## src/rtl/cpu_clk_ctrl.sv

```systemverilog
// Run/halt/single-step controller for the CPU core clock.
// Issues a registered clk_en pulse every r_div board cycles while running.
module cpu_clk_ctrl #(
  parameter int          CNT_W       = 32,
  parameter int unsigned DEFAULT_DIV = 4,
  parameter int          PCNT_W      = 16
) (
  input  logic              clk,
  input  logic              reset,
  input  logic              run_sw,
  input  logic              step_btn,
  input  logic              halt_req,
  input  logic              div_load,
  input  logic [CNT_W-1:0]  div_value,
  output logic              clk_en,
  output logic              clk_out,
  output logic [1:0]        state,
  output logic              cpu_halted,
  output logic [PCNT_W-1:0] pulse_cnt
);

  typedef enum logic [1:0] {
    S_HALT = 2'b00,
    S_RUN  = 2'b01,
    S_STEP = 2'b10
  } st_t;

  st_t               r_state;
  st_t               w_next;
  logic [CNT_W-1:0]  r_div;
  logic [CNT_W-1:0]  r_cnt;
  logic              r_step_q;
  logic              r_clk_en;
  logic              r_clk_out;
  logic              r_halted;
  logic [PCNT_W-1:0] r_pcnt;

  logic w_edge;
  logic w_tc;
  logic w_pulse;
  logic w_cnt_clr;
  logic w_set_halt;
  logic w_clr_halt;

  assign w_edge = step_btn & ~r_step_q;
  assign w_tc   = (r_cnt == r_div - CNT_W'(1));

  // state register
  always_ff @(posedge clk) begin
    if (reset) r_state <= S_HALT;
    else       r_state <= w_next;
  end

  // next-state logic; halt_req outranks every other event
  always_comb begin
    w_next = r_state;
    unique case (r_state)
      S_HALT: begin
        if (!halt_req && run_sw && !r_halted)
          w_next = S_RUN;
        else if (!halt_req && w_edge)
          w_next = S_STEP;
      end
      S_RUN: begin
        if (halt_req || !run_sw)
          w_next = S_HALT;
      end
      S_STEP: begin
        if (halt_req)
          w_next = S_HALT;
        else if (w_tc && !div_load)
          w_next = S_HALT;
      end
      default: w_next = S_HALT;
    endcase
  end

  // per-state controls for the counter, pulse and halt flag
  always_comb begin
    w_pulse    = 1'b0;
    w_cnt_clr  = 1'b1;
    w_set_halt = 1'b0;
    w_clr_halt = 1'b0;
    unique case (r_state)
      S_HALT: begin
        w_clr_halt = ~run_sw;
      end
      S_RUN: begin
        if (halt_req) begin
          w_set_halt = 1'b1;
        end else if (run_sw) begin
          w_pulse   = w_tc & ~div_load;
          w_cnt_clr = w_tc;
        end
      end
      S_STEP: begin
        if (halt_req) begin
          w_set_halt = 1'b1;
        end else begin
          w_pulse   = w_tc & ~div_load;
          w_cnt_clr = w_tc;
        end
      end
      default: begin
        w_pulse = 1'b0;
      end
    endcase
  end

  always_ff @(posedge clk) begin
    if (reset) begin
      r_div     <= CNT_W'(DEFAULT_DIV);
      r_cnt     <= '0;
      r_step_q  <= 1'b0;
      r_clk_en  <= 1'b0;
      r_clk_out <= 1'b0;
      r_halted  <= 1'b0;
      r_pcnt    <= '0;
    end else begin
      r_step_q <= step_btn;
      r_clk_en <= w_pulse;
      if (w_pulse) begin
        r_clk_out <= ~r_clk_out;
        r_pcnt    <= r_pcnt + PCNT_W'(1);
      end
      if (w_set_halt)      r_halted <= 1'b1;
      else if (w_clr_halt) r_halted <= 1'b0;
      // a load restarts the count, which also swallows a coincident pulse
      if (div_load) begin
        r_div <= (div_value == '0) ? CNT_W'(1) : div_value;
        r_cnt <= '0;
      end else if (w_cnt_clr) begin
        r_cnt <= '0;
      end else begin
        r_cnt <= r_cnt + CNT_W'(1);
      end
    end
  end

  assign clk_en     = r_clk_en;
  assign clk_out    = r_clk_out;
  assign state      = r_state;
  assign cpu_halted = r_halted;
  assign pulse_cnt  = r_pcnt;

endmodule

```

## config.mk

```make
export PLATFORM = sky130hd
export DESIGN_NAME = cpu_clk_ctrl
export DESIGN_NICKNAME = d
export VERILOG_FILES = /design/src/rtl/cpu_clk_ctrl.sv
export SDC_FILE = /design/constraint.sdc
export NUM_CORES = 1
export LEC_CHECK = 0
export ABC_AREA = 1
export BUFFER_PORTS_ARGS = -buffer_cell sky130_fd_sc_hd__buf_2
export CAP_MARGIN = 20
export CORE_MARGIN = 2
export CORE_UTILIZATION = 50
export CTS_BUF_LIST = sky130_fd_sc_hd__clkbuf_2
export CTS_CLUSTER_SIZE = 30
export DETAILED_ROUTE_END_ITERATION = 10
export GPL_ROUTABILITY_DRIVEN = 0
export PLACE_DENSITY = 0.69
export SLEW_MARGIN = 20
export SYNTH_ARGS = -nofsm -noshare
export SYNTH_HDL_FRONTEND = slang
export SYNTH_SLANG_ARGS = --single-unit
```

## constraint.sdc

```tcl
create_clock -name clk -period 2.5 [get_ports clk]
set_input_delay 0.25 -clock clk [delete_from_list [all_inputs] [get_ports clk]]
set_output_delay 0.25 -clock clk [all_outputs]
set_load 0.02 [all_outputs]
```

==> flow_summary_export.csv, run 1 <==
group,metric,value,unit
sta,slew_headroom,0.591,
worst_setup_path,cpMaxStageDelayCell,"dfxtp_4",
yosys,netlist_area,5720,um^2
floorplan,die_w,111,um
detailed_routing,post_drt_via_cell_ratio,5.15,
worst_setup_path,required,3.03,ns
worst_setup_path,reg2reg_depth,15,
global_routing,grtUsageMet2,0.461,
layout,finalNetCount,1129,
worst_setup_path,cp.depth,15,
yosys,yosysWarningCount,0,
global_routing,track_usage,0.277,
floorplan,dieArea,12300,um^2
sta,period_share,1.03,
yosys,synth_top_area_share,0.301,
pwr,p_int,0.00194,W
worst_setup_path,setup.worst_path.class,"reg -> reg",
sta,holdWs,0.0407,ns
global_routing,met1_usage,0.360,
sta,rsz0062_at_grt,"true",
yosys,avgSynthCellArea,6.07,um^2
flow_run,max_cap_viol_count,0,
clocking,h-tree-depth,3,
yosys,syn-num-nets,987,
layout,multi_input_area,3710,um^2
clocking,clock_latency,0.63,ns
sta,fmax,0.387,GHz
clocking,clk_pin_slew,0.24,ns
detailed_routing,dr.pass1.iters,5,
pwr,leakagePower,3.35,nW
place,hpwl,12200,um
worst_setup_path,critical-path-max-stage-delay,0.43,ns
place,io_buffers,58,
yosys,synth_seq_cells,86,
clocking,cts_root_buffer,"clkbuf_2",
worst_setup_path,end_kind,"flip-flop",
worst_setup_path,path_max_fanout,6,
pwr,switching_share,0.364,
clocking,clockBufferDepth,2,
worst_setup_path,cp.buffers_inverters,3,
global_routing,antenna_found_initial,0,
detailed_routing,ant_nets,0,
global_routing,gr-total-overflow,0,
min_path,min-delay-start,"div_load",
worst_setup_path,worstPathCellList,"nor2_4 > nand2_8 > nor2_4 > buf_4 > nand3_2 > nor2_2 > xor2_2 > nor2_1 > nand3_1 > nor2_2 > nand2_1 > nand4_1 > buf_12 > buf_4 > nor3b_2",
pwr,switchingPower,0.00111,W
global_routing,grt_max_degree,48,
sta,skew,0.0474,ns
worst_setup_path,reg2reg_slack,-0.09,ns
floorplan,start_util,0.508,
worst_setup_path,r2r-end,"r_cnt[4]",
global_routing,grt_pass1_vias,5899,
worst_setup_path,rr_startpoint,"r_div[2]",
sta,fin_ws,-0.0869,ns
global_routing,busiest_layer,"met2",
floorplan,coreArea,11300,um^2
pwr,clock_power_share,0.221,
outcome,violations,"setup timing",
yosys,syn_inst,943,
layout,fin_util,0.655,
layout,layout_common_cells,"nand2_1, nor2_1, inv_1, dfxtp_1, buf_2",
global_routing,use_met3,0.0678,
place,pre_cts_ws,-0.0768,ns
detailed_routing,drt_iter0_drc,466,
sta,tns,-0.460,ns
layout,final_common_cell,"nand2_1",
detailed_routing,drc_errors,0,
layout,fillerInstances,1012,
global_routing,grt_pass1_wl,27800,um
sta,hold_viol,0,
detailed_routing,routed_wl,17100,um
detailed_routing,vias,6346,
yosys,seq_area_frac_synth,0.301,
sta,finalMaxSlewViolations,0,
layout,layout-drive-gt1-share,0.225,
pwr,ir_drop,0.418,mV
outcome,status,"finished, violations left",
min_path,hold_path.class,"in -> reg",
sta,setup_viol,15,
layout,seq_area,1760,um^2
clocking,cts_made_buffers,9,
yosys,synth.largest_area_cell,"dfxtp_1",
clocking,cts.sinks,86,
worst_setup_path,worstPathArrival,3.12,ns
pwr,pwr-share-comb,0.288,
pwr,p_per_area,414,nW/um^2
worst_setup_path,critPathLaunchType,"flip-flop",
yosys,synth_cell_types,40,
layout,antenna_cells,0,
floorplan,die_height,111,um
yosys,netlist_top_cells_area,"dfxtp_1, nand2_1, nor2_1",
detailed_routing,wl_per_cell,13.8,um
min_path,hold_path_end,"r_div[21]",
min_path,holdPathStages,2,
floorplan,io_pins,59,
sta,worstMarginPinSlew,0.613,ns
floorplan,row_count,39,
layout,syn2layout_area_growth,28.9,%
clocking,cts_tree,"built",
pwr,power_frac_seq,0.491,
worst_setup_path,cp_top_family,"simple AND/OR/NAND/NOR gates",
sta,fin_crit,2.59,ns
routing by layer:
metal | part of all wire | wire (um)
met4 | 0.024 | 407
met5 | 0 | 0
met2 | 0.47 | 7970
met3 | 0.058 | 986
met1 | 0.45 | 7710
Yosys cell counts:
| cell type | count |
|---|---|
| a211oi_1 | 12 |
| a21oi_1 | 19 |
| a31oi_1 | 2 |
| and2_1 | 1 |
| and3_1 | 1 |
| buf_1 | 4 |
| buf_2 | 5 |
| buf_6 | 2 |
| clkbuf_1 | 12 |
| clkinv_4 | 1 |
| dfxtp_1 | 86 |
| ha_1 | 6 |
| inv_1 | 110 |
| inv_2 | 4 |
| nand2_1 | 245 |
| nand2_2 | 7 |
| nand2_4 | 2 |
| nand2b_1 | 1 |
| nand3_1 | 56 |
| nand3_2 | 1 |
| nand3b_1 | 7 |
| nand4_1 | 25 |
| nor2_1 | 190 |
| nor2_2 | 12 |
| nor2_4 | 4 |
| nor2_8 | 1 |
| nor3_1 | 28 |
| nor3_2 | 1 |
| nor3b_1 | 9 |
| nor4_1 | 10 |
| o211ai_1 | 1 |
| o21a_1 | 1 |
| o21ai_0 | 26 |
| o21ai_1 | 7 |
| o21ai_2 | 3 |
| o22ai_1 | 1 |
| o41ai_1 | 1 |
| or2_2 | 6 |
| xnor2_1 | 12 |
| xor2_1 | 21 |
stage by stage:
stage / cell area [um^2] / cells / total power, W
floorplan: 5720 / 943 / 0.00199
detailed placement: 6420 / 1160 / 0.00222
CTS: 7120 / 1224 / 0.00300
finish: 7380 / 1233 / 0.00305
global route: 7380 / 1233 / 0.00324
global placement: 6420 / 1160 / 0.00221
timing repair:
item                       CTS  global route
hold endpoints to repair    34             1
setup endpoints to repair    4            52
setup buffers               11             7
hold buffers                36             1
cloned                       1             1
pin swaps                    7            16
resized for setup           40            61
worst max path at each step:
stage	startpoint	endpoint	slack (ns)
2_1_floorplan	r_div[0]	pulse_cnt[10]	0.29
3_3_place_gp	r_div[19]	r_cnt[30]	-0.1
3_5_place_dp	r_div[2]	r_cnt[30]	-0.08
4_1_cts	r_div[1]	r_cnt[15]	-0.01
5_1_grt	r_div[2]	r_cnt[30]	-0.23
6_report	r_div[2]	r_cnt[4]	-0.09
power by group through the flow:
stage / Combinational (W) / Sequential (W) / Clock [W]
global route: 0.000975 / 0.00151 / 0.000753
detailed placement: 0.000699 / 0.00152 / 0
global placement: 0.000696 / 0.00152 / 0
floorplan: 0.000461 / 0.00153 / 0
CTS: 0.000812 / 0.00149 / 0.000692
finish: 0.000879 / 0.00150 / 0.000675
worst register-to-register path: cells and delay by family (launching register included):
kind | cells | cell delay, ns
DFF | 1 | 0.43
buffers and inverters | 3 | 0.52
xor gates and xnor gates | 1 | 0.18
and+or+nand+nor | 11 | 1.36
state kept, by name, indices dropped and copies added (netlist names):
signal,count
pulse_cnt,16
r_step_q,1
r_cnt,32
state,2
r_div,32
clk_out,1
cpu_halted,1
clk_en,1
cell families (layout without fill, tap and decap cells):
group / count (synthesis) / count (layout) / synth area share
xor gates and xnor gates: 33 / 33 / 0.0505
and+or+nand+nor: 607 / 607 / 0.467
DFF: 86 / 86 / 0.301
adders and majority gates: 6 / 6 / 0.0131
buffers and inverters: 138 / 285 / 0.0951
AOI/OAI and AO/OA: 73 / 73 / 0.0732
area by class of cell:
type,count,area share
Sequential cell,86,0.239
Multi-Input combinational cell,719,0.502
Tap cell,143,0.0242
Inverter,115,0.0595
Timing Repair Buffer,154,0.163
Clock inverter,5,0.00492
Clock buffer,11,0.00746
Power figures use the tool's default switching activity.
==> run 2: changes to the inputs <==
MAX_ROUTING_LAYER = met4   (was not set)
==> run 2 against run 1 <==
Net effect: the run still ends with setup timing left; sequential cell count unchanged; wire length increased by 0.45%; first-iteration DRC count grew 3.9%; cell count barely moved; non-clock buffer count unchanged; via count up 0.65%; sequential power barely moved; hold slack got worse by 0.0016 ns; highest routed layer unchanged.
==> flow_summary_export.csv, run 2 (synthesis gave the netlist of run 1 again) <==
group,metric,value,unit
clocking,cts_root_buffer,"clkbuf_2",
clocking,clockBufferDepth,2,
clocking,clk_pin_slew,0.24,ns
layout,finalNetCount,1129,
detailed_routing,vias,6387,
pwr,p_total,0.00305,W
global_routing,track_usage,0.285,
place,io_buffers,58,
sta,fmax,0.387,GHz
clocking,clock_latency,0.63,ns
detailed_routing,drt_iter0_drc,484,
sta,holdWs,0.0391,ns
place,hpwl,12200,um
detailed_routing,dr.pass1.iters,7,
detailed_routing,routed_wl,17100,um
sta,slew_headroom,0.588,
floorplan,start_util,0.508,
outcome,violations,"setup timing",
pwr,leakagePower,3.35,nW
flow_run,max_cap_viol_count,0,
global_routing,antenna_found_initial,1,
clocking,cts_made_buffers,9,
sta,fin_crit,2.59,ns
worst_setup_path,critPathLaunchType,"flip-flop",
detailed_routing,wl_per_cell,13.9,um
min_path,holdPathStages,2,
sta,skew,0.0426,ns
layout,fillerInstances,1012,
layout,layout-drive-gt1-share,0.225,
sta,hold_viol,0,
global_routing,grt_max_degree,48,
layout,multi_input_area,3710,um^2
sta,period_share,1.03,
sta,worstMarginPinSlew,0.618,ns
global_routing,gr-total-overflow,0,
detailed_routing,post_drt_via_cell_ratio,5.18,
floorplan,dieArea,12300,um^2
sta,fin_ws,-0.0850,ns
worst_setup_path,worstPathArrival,3.12,ns
place,dp.cells,1160,
layout,syn2layout_area_growth,29.0,%
layout,layout_common_cells,"nand2_1, nor2_1, inv_1, dfxtp_1, buf_2",
sta,rsz0062_at_grt,"true",
floorplan,io_pins,59,
clocking,h-tree-depth,3,
floorplan,die_height,111,um
floorplan,coreArea,11300,um^2
floorplan,row_count,39,
floorplan,die_w,111,um
worst_setup_path,reg2reg_depth,15,
sta,setup_viol,13,
global_routing,grt_pass1_wl,27800,um
sta,finalMaxSlewViolations,0,
detailed_routing,ant_nets,0,
min_path,hold_path.class,"in -> reg",
worst_setup_path,setup.worst_path.class,"reg -> reg",
outcome,status,"finished, violations left",
clocking,cts_tree,"built",
worst_setup_path,path_max_fanout,6,
pwr,ir_drop,0.417,mV
global_routing,grt_pass1_vias,5901,
worst_setup_path,required,3.04,ns
layout,final_cells,1234,
pwr,p_per_area,413,nW/um^2
detailed_routing,drc_errors,0,
clocking,cts.sinks,86,
layout,seq_area,1760,um^2
worst_setup_path,end_kind,"flip-flop",
layout,final_common_cell,"nand2_1",
## run 2: path summary, 6_finish.rpt
path	start	end	slack, ns
worst max-delay path	r_div[2]	r_cnt[4]	-0.09
worst min-delay path	div_load	r_div[21]	0.04
worst max register to register	r_div[2]	r_cnt[4]	-0.09
worst min register to register	pulse_cnt[15]	pulse_cnt[15]	0.54
## run 2: metrics by stage
| stage | TNS, ns | utilization | setup WS [ns] | area, um^2 |
|---|---|---|---|---|
| floorplan | 0 | - | 0.287 | 5720 |
| finish | -0.438 | 0.655 | -0.0850 | 7380 |
| global route | -6.85 | 0.655 | -0.229 | 7380 |
| CTS | -0.0246 | 0.632 | -0.0107 | 7120 |
| global placement | -0.114 | 0.569 | -0.0964 | 6420 |
| detailed placement | -0.0768 | 0.569 | -0.0768 | 6420 |
## run 2: cell type report
class | count | area share
Sequential cell | 86 | 0.239
Clock inverter | 5 | 0.00492
Inverter | 115 | 0.0595
Tap cell | 143 | 0.0242
Clock buffer | 11 | 0.00746
Multi-Input combinational cell | 719 | 0.502
Antenna cell | 1 | 0.000339
Timing Repair Buffer | 154 | 0.163
## run 2: metal layers
| metal | GRT usage | wire (um) | vias up |
|---|---|---|---|
| met5 | - | 0 | - |
| met4 | 0.0758 | 436 | 0 |
| met3 | 0.0651 | 1010 | 42 |
| met1 | 0.362 | 7710 | 2859 |
| li1 | - | - | 3281 |
| met2 | 0.461 | 7980 | 205 |
## run 2: report_power, final
part	switching, W	leakage, nW	internal, W
sequential	0.0000662	0.709	0.00143
clock	0.000531	0.0659	0.000142
combinational	0.000514	2.57	0.000365
## run 2: what timing repair did
| action | in CTS | in global routing |
|---|---|---|
| setup buffers | 11 | 7 |
| hold buffers | 36 | 1 |
| pin swaps | 7 | 16 |
| endpoints found under the setup margin | 4 | 52 |
| hold endpoints to repair | 34 | 1 |
| resized for setup | 40 | 61 |
| cloned | 1 | 1 |
## run 2: worst max-delay path, cell delays in order, from the launching register on
cell and delay (ns):
dfxtp_4 0.43, nor2_4 0.16, nand2_8 0.09, nor2_4 0.15, buf_4 0.13, nand3_2 0.11, nor2_2 0.18, xor2_2 0.18
nor2_1 0.06, nand3_1 0.09, nor2_2 0.05, nand2_1 0.08, nand4_1 0.24, buf_12 0.23, buf_4 0.16, nor3b_2 0.16
